**config.mk**
```make
export PLATFORM = sky130hd
export DESIGN_NAME = demux4_stream
export DESIGN_NICKNAME = d
export VERILOG_FILES = /design/src/rtl/demux4_pkg.sv /design/src/rtl/demux_slot.sv /design/src/rtl/demux4_stream.sv
export SDC_FILE = /design/constraint.sdc
export NUM_CORES = 1
export LEC_CHECK = 0
export ABC_AREA = 1
export CORE_UTILIZATION = 40
export DETAILED_ROUTE_END_ITERATION = 10
export GPL_ROUTABILITY_DRIVEN = 1
export PLACE_DENSITY = 0.85
export SYNTH_ARGS = -nofsm -noshare
export SYNTH_HDL_FRONTEND = slang
export SYNTH_SLANG_ARGS = --single-unit
export TNS_END_PERCENT = 20
```
**constraint.sdc**
```tcl
create_clock -name clk -period 1.6 [get_ports clk]
set_clock_uncertainty 0.1 [all_clocks]
set_input_delay 0.32 -clock clk [delete_from_list [all_inputs] [get_ports clk]]
set_output_delay 0.32 -clock clk [all_outputs]
set_load 0.05 [all_outputs]
```
**src/rtl/demux4_pkg.sv**
```systemverilog
// rtl/demux4_pkg.sv - shared types and constants for the 1-to-4 stream demultiplexer
package demux4_pkg;

    // Destination channel carried alongside each input word
    typedef logic [1:0] chan_sel_t;

    localparam int NUM_CH = 4;

    // Per-channel holding register occupancy
    typedef enum logic {
        EMPTY = 1'b0,
        FULL  = 1'b1
    } chan_state_e;

endpackage

```
**src/rtl/demux_slot.sv**
```systemverilog
// rtl/demux_slot.sv - single-entry holding register with valid state for one output channel
module demux_slot
    import demux4_pkg::*;
#(
    parameter int N = 8
) (
    input  logic         clk,
    input  logic         rst,
    input  logic         load,
    input  logic [N-1:0] load_data,
    input  logic         ready,
    output logic [N-1:0] data,
    output logic         valid
);

    chan_state_e state;

    // A load always wins over a drain so a word taken and replaced in the same
    // cycle leaves the slot FULL with no bubble.
    always_ff @(posedge clk or posedge rst) begin
        if (rst) begin
            state <= EMPTY;
            data  <= '0;
        end else begin
            case (state)
                EMPTY: begin
                    if (load) begin
                        state <= FULL;
                        data  <= load_data;
                    end
                end
                FULL: begin
                    if (load) begin
                        data <= load_data;
                    end else if (ready) begin
                        state <= EMPTY;
                    end
                end
                default: state <= EMPTY;
            endcase
        end
    end

    // Valid is the state flop itself, so it cannot glitch
    assign valid = (state == FULL);

endmodule

```
**src/rtl/demux4_stream.sv**
```systemverilog
// rtl/demux4_stream.sv - registered 1-to-4 stream demux; DEMUX4_STREAM_COUNT_EN adds per-channel counters
module demux4_stream
    import demux4_pkg::*;
#(
    parameter int N     = 8,
    parameter int CNT_W = 16
) (
    input  logic                  clk,
    input  logic                  rst,
    input  logic [N-1:0]          in_data,
    input  chan_sel_t             in_sel,
    input  logic                  in_valid,
    output logic                  in_ready,
    output logic [N-1:0]          out_data_0,
    output logic [N-1:0]          out_data_1,
    output logic [N-1:0]          out_data_2,
    output logic [N-1:0]          out_data_3,
    output logic [3:0]            out_valid,
    input  logic [3:0]            out_ready,
    output logic [3:0][CNT_W-1:0] cnt
);

    logic                       acc;
    logic [NUM_CH-1:0]          load;
    logic [NUM_CH-1:0][N-1:0]   slot_data;

    // Only the addressed channel can stall the producer; a full slot that is
    // draining this cycle still has room, which keeps full-rate streaming.
    always_comb begin
        in_ready = ~out_valid[in_sel] | out_ready[in_sel];
    end

    assign acc = in_valid & in_ready;

    // Decode the accepted word onto exactly one channel's load strobe
    always_comb begin
        load = '0;
        if (acc) begin
            load[in_sel] = 1'b1;
        end
    end

    genvar k;
    generate
        for (k = 0; k < NUM_CH; k++) begin : g_slot
            demux_slot #(
                .N (N)
            ) u_slot (
                .clk       (clk),
                .rst       (rst),
                .load      (load[k]),
                .load_data (in_data),
                .ready     (out_ready[k]),
                .data      (slot_data[k]),
                .valid     (out_valid[k])
            );
        end
    endgenerate

    assign out_data_0 = slot_data[0];
    assign out_data_1 = slot_data[1];
    assign out_data_2 = slot_data[2];
    assign out_data_3 = slot_data[3];

`ifdef DEMUX4_STREAM_COUNT_EN
    logic [3:0][CNT_W-1:0] cnt_r;

    // Count accepted words per destination; plain wrap-around, no saturation
    always_ff @(posedge clk or posedge rst) begin
        if (rst) begin
            cnt_r <= '0;
        end else begin
            for (int i = 0; i < NUM_CH; i++) begin
                if (load[i]) begin
                    cnt_r[i] <= cnt_r[i] + 1'b1;
                end
            end
        end
    end

    assign cnt = cnt_r;
`else
    assign cnt = '0;
`endif

endmodule

```
Word level (Yosys, flattened, before mapping)
Index checks and enable logic that the tools add are counted.
{"block": "word_totals", "input_bits": 17, "register_bits": 36, "elab_cells": 45, "ram_bits": 0, "out_inout_bits": 101, "romBits": 0, "n_memories": 0, "latch_bits": 0}
{"block": "op_classes", "magnitude_cmp": 2, "add_sub_neg": 0, "div_mod_pow": 0, "reduce_logical": 1, "multipliers": 0, "mux": 27, "bitwise_logic": 7, "shifts": 0, "eq_ne": 0}
{"operator": "$mux W8", "n": 4}
{"operator": "$mux W1", "n": 15}
{"operator": "$pmux W1 S2", "n": 4}
{"operator": "$not A1 Y1", "n": 5}
{"operator": "$bmux W1 S2", "n": 2}
{"operator": "$mux W4", "n": 1}
{"operator": "$lt A2 B3 Y1 const B", "n": 1}
{"operator": "$demux W1 S2", "n": 1}
{"operator": "$ge A2 B1 Y1 const B", "n": 1}
{"operator": "$and A1 B1 Y1", "n": 1}
{"operator": "$logic_and A1 B1 Y1", "n": 1}
{"operator": "$or A1 B1 Y1", "n": 1}

Logic depth before layout (Yosys ltp)
Gate-level depths: netlist of the first run.
{"block": "depth", "ltp_word": 8, "depth_mapped": 10, "mapped_depth_nobuf": 9}

By module
A second synthesis of the first run with hierarchy kept.
{"block": "unflattened", "cells_unflattened": 251, "area_unflattened_um2": 2029.4}
{"module": "demux_slot", "cells_per_inst": 39, "seq_area_each_um2": 225.2, "n_inst": 4, "area_per_inst_um2": 345.3}
{"module": "demux4_stream", "cells_per_inst": 95, "seq_area_each_um2": 0.0, "n_inst": 1, "area_per_inst_um2": 648.1}

Least setup slack after synthesis of the first run
OpenSTA, ideal clock, no wires.
{"block": "synth_timing", "path_kind": "in2out", "startpoint": "in in_sel[0]", "endpoint": "out in_ready", "t_arrival_ns": 1.070, "setup_slack_ns": 0.110, "cell_stages": 7, "required_ns": 1.180, "cell_sequence": "buf_6 > nor2_8 > nand2_2 > nand2_2 > nor2_4 > nand2_8 > buf_12"}
{"block": "synth_via", "elab_chain_cells": 4, "word_cells_on_any_way": 6, "cone_classes": "4 x mux; 2 x bitwise"}
{"item": "start: declaration", "line": "demux4_stream.sv:11", "rtl": "input chan_sel_t in_sel,"}
{"item": "$bmux W1 S2", "line": "demux4_stream.sv:30", "rtl": "in_ready = ~out_valid[in_sel] | out_ready[in_sel];"}
{"item": "$mux W1 (implied by the code)", "line": "demux4_stream.sv:30"}
{"item": "$not A1 Y1", "line": "demux4_stream.sv:30"}
{"item": "$or A1 B1 Y1 (*)", "line": "demux4_stream.sv:30"}
{"item": "end: declaration", "line": "demux4_stream.sv:13", "rtl": "output logic in_ready,"}
Every way passes the cells marked *; elsewhere a longest branch is shown, timed or not. The select of a mux whose other input is x is not followed.

Worst setup path in the final report of the first run
{"block": "layout_timing", "startpoint": "reg g_slot[2].u_slot.state", "endpoint": "out in_ready"}
{"block": "layout_via", "elab_chain_cells": 4}
{"item": "start: declaration", "line": "demux_slot.sv:16", "rtl": "chan_state_e state;"}
{"item": "start signal: assignment", "line": "demux_slot.sv:22", "rtl": "state <= EMPTY;"}
{"item": "start signal: assignment", "line": "demux_slot.sv:28", "rtl": "state <= FULL;"}
{"item": "start signal: assignment", "line": "demux_slot.sv:36", "rtl": "state <= EMPTY;"}
{"item": "$bmux W1 S2", "line": "demux4_stream.sv:30"}
{"item": "$mux W1 (implied by the code)", "line": "demux4_stream.sv:30"}
{"item": "$not A1 Y1", "line": "demux4_stream.sv:30"}
{"item": "$or A1 B1 Y1", "line": "demux4_stream.sv:30"}
Every way passes these cells. The select of a mux whose other input is x is not followed.

==> results by group, run 1 <==
CTS
  • Total CTS buffers: 5
  • CTS H-tree lvls: 2
  • Clock latency at the later pin of the worst-skew pair: around 0.28 ns
  • CTS tree: built
  • CTS Sinks: 36
  • CTS root buffer: clkbuf_8
  • Clock-pin slew on the worst setup and hold paths: 0.06 ns
  • Max Root-Sink Buffers: 2
  • Hold_buf cts: 0

STA
  • Max Freq: between 600 and 700 MHz
  • Fin worst setup slack: -0.04397 ns
  • Min Hold Slack: 0.2863 ns
  • Max Slew Vio Count: 0
  • Final Cycle Share: 102.7%
  • RSZ-0062 raised after global routing: yes
  • Final min period: 1.644 ns
  • Final Hold Viols: 0
  • Endpoints failing setup: 6
  • Setup TNS: -0.1128 ns

Critical path
  • Setup crit end: in_ready
  • WP data required: 1.18 ns
  • FF-to-FF Start: g_slot[2].u_slot.valid
  • Worst setup startpoint: g_slot[2].u_slot.valid
  • Critical path type: reg -> out
  • Reg2reg setup slack: -0.02 ns
  • Crit-path max FO: 2
  • R2R cell count: 9
  • RR Endpoint: g_slot[1].u_slot.data[3]
  • Worst setup EP type: output pin
  • Worst setup SP type: flop
  • Crit path DAT: 1.22 ns

Route
  • ANT nets after route: 0
  • Wire length per cell: between 10 and 15 um
  • Drt via density: between 4 and 5
  • Final wirelength: 5112 um
  • Initial DRC Count: 161
  • Via count: roughly 1700
  • Pre-antenna DRT Iters: 6
  • DRC: 0

Synth
  • Synth area leaders: dfrtp_1 40%, buf_4 23%, nand2_1 12%, nand4_1 9.0%, nand3_4 3.1%
  • FF+latch count, synth: 36
  • Main combinational cell family by area after synthesis: simple AND/OR/NAND/NOR gates
  • Synth Area in Adders: 0%
  • Gate Count Post-Synth: 247
  • Fraction of the mapped netlist area in simple logic gates: ~30%
  • Count leader, synth: nand2_1
  • Synth top area share: about two fifths
  • Post-synthesis xor/xnor area fraction: 0%
  • Primary FF master, synth: dfrtp_1
  • Synth Area in Compound Gates: 0.8984%
  • Number of synthesis warnings: 0
  • Area leader, netlist: dfrtp_1
  • Post-synthesis async set-or-reset flop share: 100.0%
  • Distinct cells, synth: 23
  • Post-synth EDFFs: 0
  • Mux cell area share after synthesis: 0%
  • Syn Std Cell Area: 2228 sq um
  • Top cells by count, synth: 71 x nand2_1, 68 x buf_4, 36 x dfrtp_1
  • Seq/Total Area, Yosys: 40.43%
  • Synth Area per Inst: 9.022 sq um

Finish
  • Area Growth Syn to Fin: 42.45%
  • Share of cells above drive strength 1: 29.87%
  • Post-Layout Cell Count: 388
  • Diode count: 0
  • Number of nets in the layout: 334

Floorplan
  • IO Pins: 118
  • Area of the die: 5874 sq um
  • Die width: 76.64 um
  • Die Ht: 76.64 um
  • Initial Utilization: 42.55%
  • Core area: 5238 sq um
  • # rows: 26

Placed design
  • Placer congestion estimate: between 0.8 and 0.9
  • Port Buf Inserts: 53
  • Dpl hpwl: 3682 um
  • Dpl cells: 371

GRT
  • First-pass GRT wire length: 7948 um
  • Total GRT Usage: 17.48%
  • Global route total overflow: 0
  • Initial antenna violation count: 0
  • Pin count of the biggest net entering global routing: 37
  • Vias in the first global route: 1609

Power
  • Leak: 1.620 nW
  • Worst vdd ir: 564.0 uV
  • PD cells: 1277 nW/um^2

Hold path
  • Hold crit path type: in -> async

Status
  • Status: finished, violations left
  • Failing checks: negative setup slack

Run
  • Max_cap viols: 0
==> through the flow <==
step	util [%]	cell area [sq um]	total power [mW]	setup slack, ns
2_1_floorplan	-	2465	2.547	0.1104
3_3_place_gp	57.29	3000	3.356	-0.4067
3_5_place_dp	57.29	3000	3.389	-0.4548
4_1_cts	60.37	3162	4.058	0.00004241
5_1_grt	60.61	3174	4.202	-0.07888
6_report	60.61	3174	4.052	-0.04397
==> worst min-delay path by stage <==
stage	end	slack, ns	cells past startpoint
after floorplan	g_slot[1].u_slot.valid	0.31	1
after global placement	g_slot[1].u_slot.data[0]	0.42	2
after detailed placement	g_slot[2].u_slot.data[2]	0.42	2
after CTS	g_slot[0].u_slot.valid	0.29	3
after global routing	g_slot[2].u_slot.valid	0.29	2
final	g_slot[2].u_slot.valid	0.29	3
==> kinds of logic after synthesis <==
logic type             Yosys count
AOI/OAI and AO/OA                4
and+or+nand+nor                121
buffers and inverters           85
DFF                             36
other                            1
==> report_power, final <==
part	switching, mW	internal, mW	total, mW	leakage, nW
sequential	0.196	1.08	1.28	0.451
clock	0.291	0.351	0.642	0.0455
combinational	1.29	0.838	2.13	1.12
total	1.78	2.27	4.05	1.62
==> worst max-delay path, stage by stage (launching register included) <==
cell and delay, ns:
dfrtp_2 0.43, nand2_2 0.07, nand2_2 0.07, nand2_2 0.10, nand2_4 0.07, nand2_8 0.07
buf_12 0.13
==> per-layer routing <==
| metal | vias up | routed length (um) | GRT usage (%) |
|---|---|---|---|
| li1 | 819 | - | - |
| met1 | 818 | 1943 | 19.38 |
| met2 | 99 | 2729 | 30.63 |
| met3 | 9 | 353 | 5.749 |
| met4 | 0 | 85 | 7.115 |
| met5 | - | 0 | 0 |
==> sequential cells by signal (all words and copies together) (netlist names) <==
| signal | flops |
|---|---|
| g_slot.u_slot.data | 32 |
| g_slot.u_slot.valid | 4 |
==> layout by cell type, fill, tap and decap left out, types with 2 or more instances in the layout <==
cell             count
clkdlybuf4s50_1     10
buf_6                2
buf_12              40
clkbuf_1             2
nand3_4              4
buf_4               19
buf_2                2
nand4_1             32
nand2_2             10
nand3_2              3
dfrtp_1             35
dlygate4sd2_1        4
inv_1                5
conb_1              64
clkbuf_8             6
o21ai_1              4
nand2_1             66
nor2_4               2
==> cell type report <==
cell class / count / area (sq um)
flip-flops and latches: 36 / 902.1
well taps: 70 / 87.58
clock buffers: 8 / 90.09
repair buffers: 77 / 1111
multi-input cells: 189 / 950.9
fillers: 420 / 2063
inverters: 8 / 32.53
==> timing repair <==
item | CTS | global route
buffers inserted | 8 | 1
endpoints found under the hold margin | 0 | 0
pin swaps | 8 | 2
endpoints found under the setup margin | 37 | 28
resized for setup | 19 | 2
Note: power is estimated with default switching activity, not from simulation.
==> inputs of run 2 (changes only) <==
--- a/config.mk
+++ b/config.mk
@@ -6,10 +6,12 @@
 export NUM_CORES = 1
 export LEC_CHECK = 0
 export ABC_AREA = 1
-export CORE_UTILIZATION = 40
+export CORE_UTILIZATION = 41
+export CTS_BUF_LIST = sky130_fd_sc_hd__clkbuf_8
 export DETAILED_ROUTE_END_ITERATION = 10
 export GPL_ROUTABILITY_DRIVEN = 1
-export PLACE_DENSITY = 0.85
+export PLACE_DENSITY = 0.87
+export SKIP_CTS_REPAIR_TIMING = 1
 export SYNTH_ARGS = -nofsm -noshare
 export SYNTH_HDL_FRONTEND = slang
 export SYNTH_SLANG_ARGS = --single-unit
==> results by group, run 2 (synthesis results as in run 1) <==
GRT
  • Initial antenna violation count: 0 (unchanged)
  • Pin count of the biggest net entering global routing: 37 (unchanged)
  • Total GRT Usage: 18.02% (+0.54 points)
  • Vias in the first global route: 1560 (-3.0%)
  • Global route total overflow: 0 (unchanged)
  • First-pass GRT wire length: 7445 um (-6.3%)

Placed design
  • Port Buf Inserts: 53 (unchanged)
  • Dpl hpwl: 3555 um (-3.4%)
  • Dpl cell area: 3015 sq um (+0.50%)
  • Placer congestion estimate: 0.8491 (+5.7%)

Power
  • Int Pwr: 2.383 mW (+4.9%)
  • Switching Share: 42.93% (-1.0 points)
  • Worst vdd ir: 530.6 uV (-5.9%)
  • PD cells: 1295 nW/um^2 (+1.4%)
  • Sw power: 1.792 mW (+0.70%)
  • Clk pwr share: 18.3% (+2.5 points)
  • Seq pwr share: 30.7% (-0.9 points)
  • Final Total Pwr: 4.176 mW (+3.1%)
  • Comb pwr share: 50.9% (-1.7 points)
  • Leak: 1.683 nW (+3.9%)

Route
  • Pre-antenna DRT Iters: 4 (-2)
  • ANT nets after route: 0 (unchanged)
  • Final wirelength: 5036 um (-1.5%)
  • Drt via density: 4.401 (-2.1%)
  • Via count: 1712 (-1.9%)
  • DRC: 0 (unchanged)
  • Wire length per cell: 12.95 um (-1.7%)
  • Initial DRC Count: 143 (-11%)

CTS
  • Total CTS buffers: 5 (unchanged)
  • Max Root-Sink Buffers: 2 (unchanged)
  • CTS root buffer: clkbuf_8
  • Clock-pin slew on the worst setup and hold paths: 0.06 ns (about the same)
  • CTS tree: built
  • CTS H-tree lvls: 2 (unchanged)
  • CTS Sinks: 36 (unchanged)
  • Clock latency at the later pin of the worst-skew pair: 0.29 ns (about the same)

STA
  • RSZ-0062 raised after global routing: yes
  • Setup TNS: -0.03879 ns (+0.07406 ns)
  • Fin worst setup slack: -0.03879 ns (+0.005179 ns)
  • Max Freq: 610.2 MHz (+0.32%)
  • Final min period: 1.639 ns (-0.005179 ns)
  • Final Hold Viols: 0 (unchanged)
  • Endpoints failing setup: 1 (-5)
  • Final Cycle Share: 102.4% (-0.32 points)
  • Max Slew Vio Count: 0 (unchanged)

Finish
  • Diode count: 0 (unchanged)
  • Commonest cells after routing, fill and taps aside: 67 x nand2_1, 64 x conb_1, 40 x buf_12, 34 x dfrtp_1, 32 x nand4_1
  • Filler cells: 381 (-9.3%)
  • Share of cells above drive strength 1: 29.47% (-0.41 points)
  • Area Growth Syn to Fin: 44.75%
  • Register with the most flip-flops: g_slot.u_slot.data
  • Finished Cell Area: 3226 sq um (+1.6%)
  • Number of nets in the layout: 335 (+0.30%)
  • Commonest non-fill, non-tap cell in the layout: nand2_1
  • Number of flip-flops in the largest register: 32 (unchanged)

Floorplan
  • Core area: 5172 sq um (-1.2%)
  • Die Ht: 75.73 um (-1.2%)
  • IO Pins: 118 (unchanged)
  • Area of the die: 5734 sq um (-2.4%)
  • Initial Utilization: 43.08% (+0.54 points)
  • # rows: 26 (unchanged)
  • Die width: 75.73 um (-1.2%)

Critical path
  • Worst setup EP type: output pin
  • Critical path type: reg -> out
  • Crit path DAT: 1.22 ns (about the same)
  • Crit-path max FO: 4 (+2)
  • Worst setup SP type: flop
  • WP data required: 1.18 ns (about the same)

Hold path
  • Hold crit path type: in -> reg

Status
  • Status: finished, violations left
  • Failing checks: negative setup slack

Run
  • Max_cap viols: 0 (unchanged)
==> run 2: cell types whose count changed in the layout (fill, tap and decap cells not counted), sizes merged <==
| cell | before | now |
|---|---|---|
| dlymetal6s2s | 0 | 6 |
| dlygate4sd2 | 4 | 0 |
| clkbuf | 8 | 5 |
| buf | 63 | 61 |
| bufinv | 0 | 1 |
| clkinv | 1 | 2 |
| inv | 7 | 8 |
| nand3 | 7 | 8 |
==> run 2: worst max-delay path: stages, from the launching register on <==
cell,delay [ns]
dfrtp_2,0.44
nand2_2,0.08
nand2_2,0.06
nand2_2,0.07
nand2_4,0.06
nand2_8,0.07
buf_12,0.13
==> run 2: path summary, 6_finish.rpt <==
check                                    startpoint                        to  slack (ns)  depth (start not counted)
max                          g_slot[2].u_slot.valid                  in_ready       -0.04                          6
min                                    out_ready[0]    g_slot[0].u_slot.valid        0.17                          2
max reg2reg                  g_slot[2].u_slot.valid  g_slot[1].u_slot.data[3]        0.06                         10
min reg2reg                g_slot[0].u_slot.data[1]  g_slot[0].u_slot.data[1]        0.44                          2
max in group asynchronous                       rst    g_slot[0].u_slot.valid        0.95                          3
min in group asynchronous                       rst    g_slot[2].u_slot.valid        0.27                          3
==> run 2: power by group through the flow <==
stage	Clock, mW	Sequential (mW)	Combinational [mW]
2_1_floorplan	0	1.76	0.782
3_3_place_gp	0	1.30	2.06
3_5_place_dp	0	1.30	2.09
4_1_cts	0.781	1.29	2.09
5_1_grt	0.824	1.31	2.23
6_report	0.766	1.28	2.13
==> run 2: area by class of cell <==
class                           count  area, sq um  share of cell area [%]
Clock buffer                        5        68.82                   2.133
Clock inverter                      3        38.79                   1.202
Inverter                            8        32.53                   1.009
Multi-Input combinational cell    190        953.4                   29.56
Sequential cell                    36        903.4                   28.01
Tap cell                           70        87.58                   2.715
Timing Repair Buffer               77         1141                   35.38
==> run 2: through the flow <==
step / util (%) / hold WS, ns / worst slack (ns) / instances
after floorplan: - / 0.3105 / 0.1104 / 310
after global placement: 58.30 / 0.4202 / -0.3606 / 373
after detailed placement: 58.30 / 0.4221 / -0.4107 / 373
after CTS: 60.38 / 0.2792 / -0.3826 / 381
after global routing: 62.36 / 0.1679 / -0.08724 / 389
final: 62.36 / 0.1744 / -0.03879 / 389
==> run 2: layer usage <==
metal | track usage, % | up-vias | share of wire (%)
met2 | 31.15 | 73 | 52
li1 | - | 819 | -
met1 | 20.44 | 808 | 39
met5 | 0 | - | 0
met4 | 8.025 | 0 | 3.1
met3 | 5.688 | 12 | 6.1
==> inputs of run 3 (changes only) <==
--- a/config.mk
+++ b/config.mk
@@ -10,6 +10,7 @@
 export CTS_BUF_LIST = sky130_fd_sc_hd__clkbuf_8
 export DETAILED_ROUTE_END_ITERATION = 10
 export GPL_ROUTABILITY_DRIVEN = 1
+export HOLD_SLACK_MARGIN = 0.05
 export PLACE_DENSITY = 0.87
 export SKIP_CTS_REPAIR_TIMING = 1
 export SYNTH_ARGS = -nofsm -noshare
==> results of run 3 <==
Same layout as run 2: the final DEF is identical, and so are final timing and power.
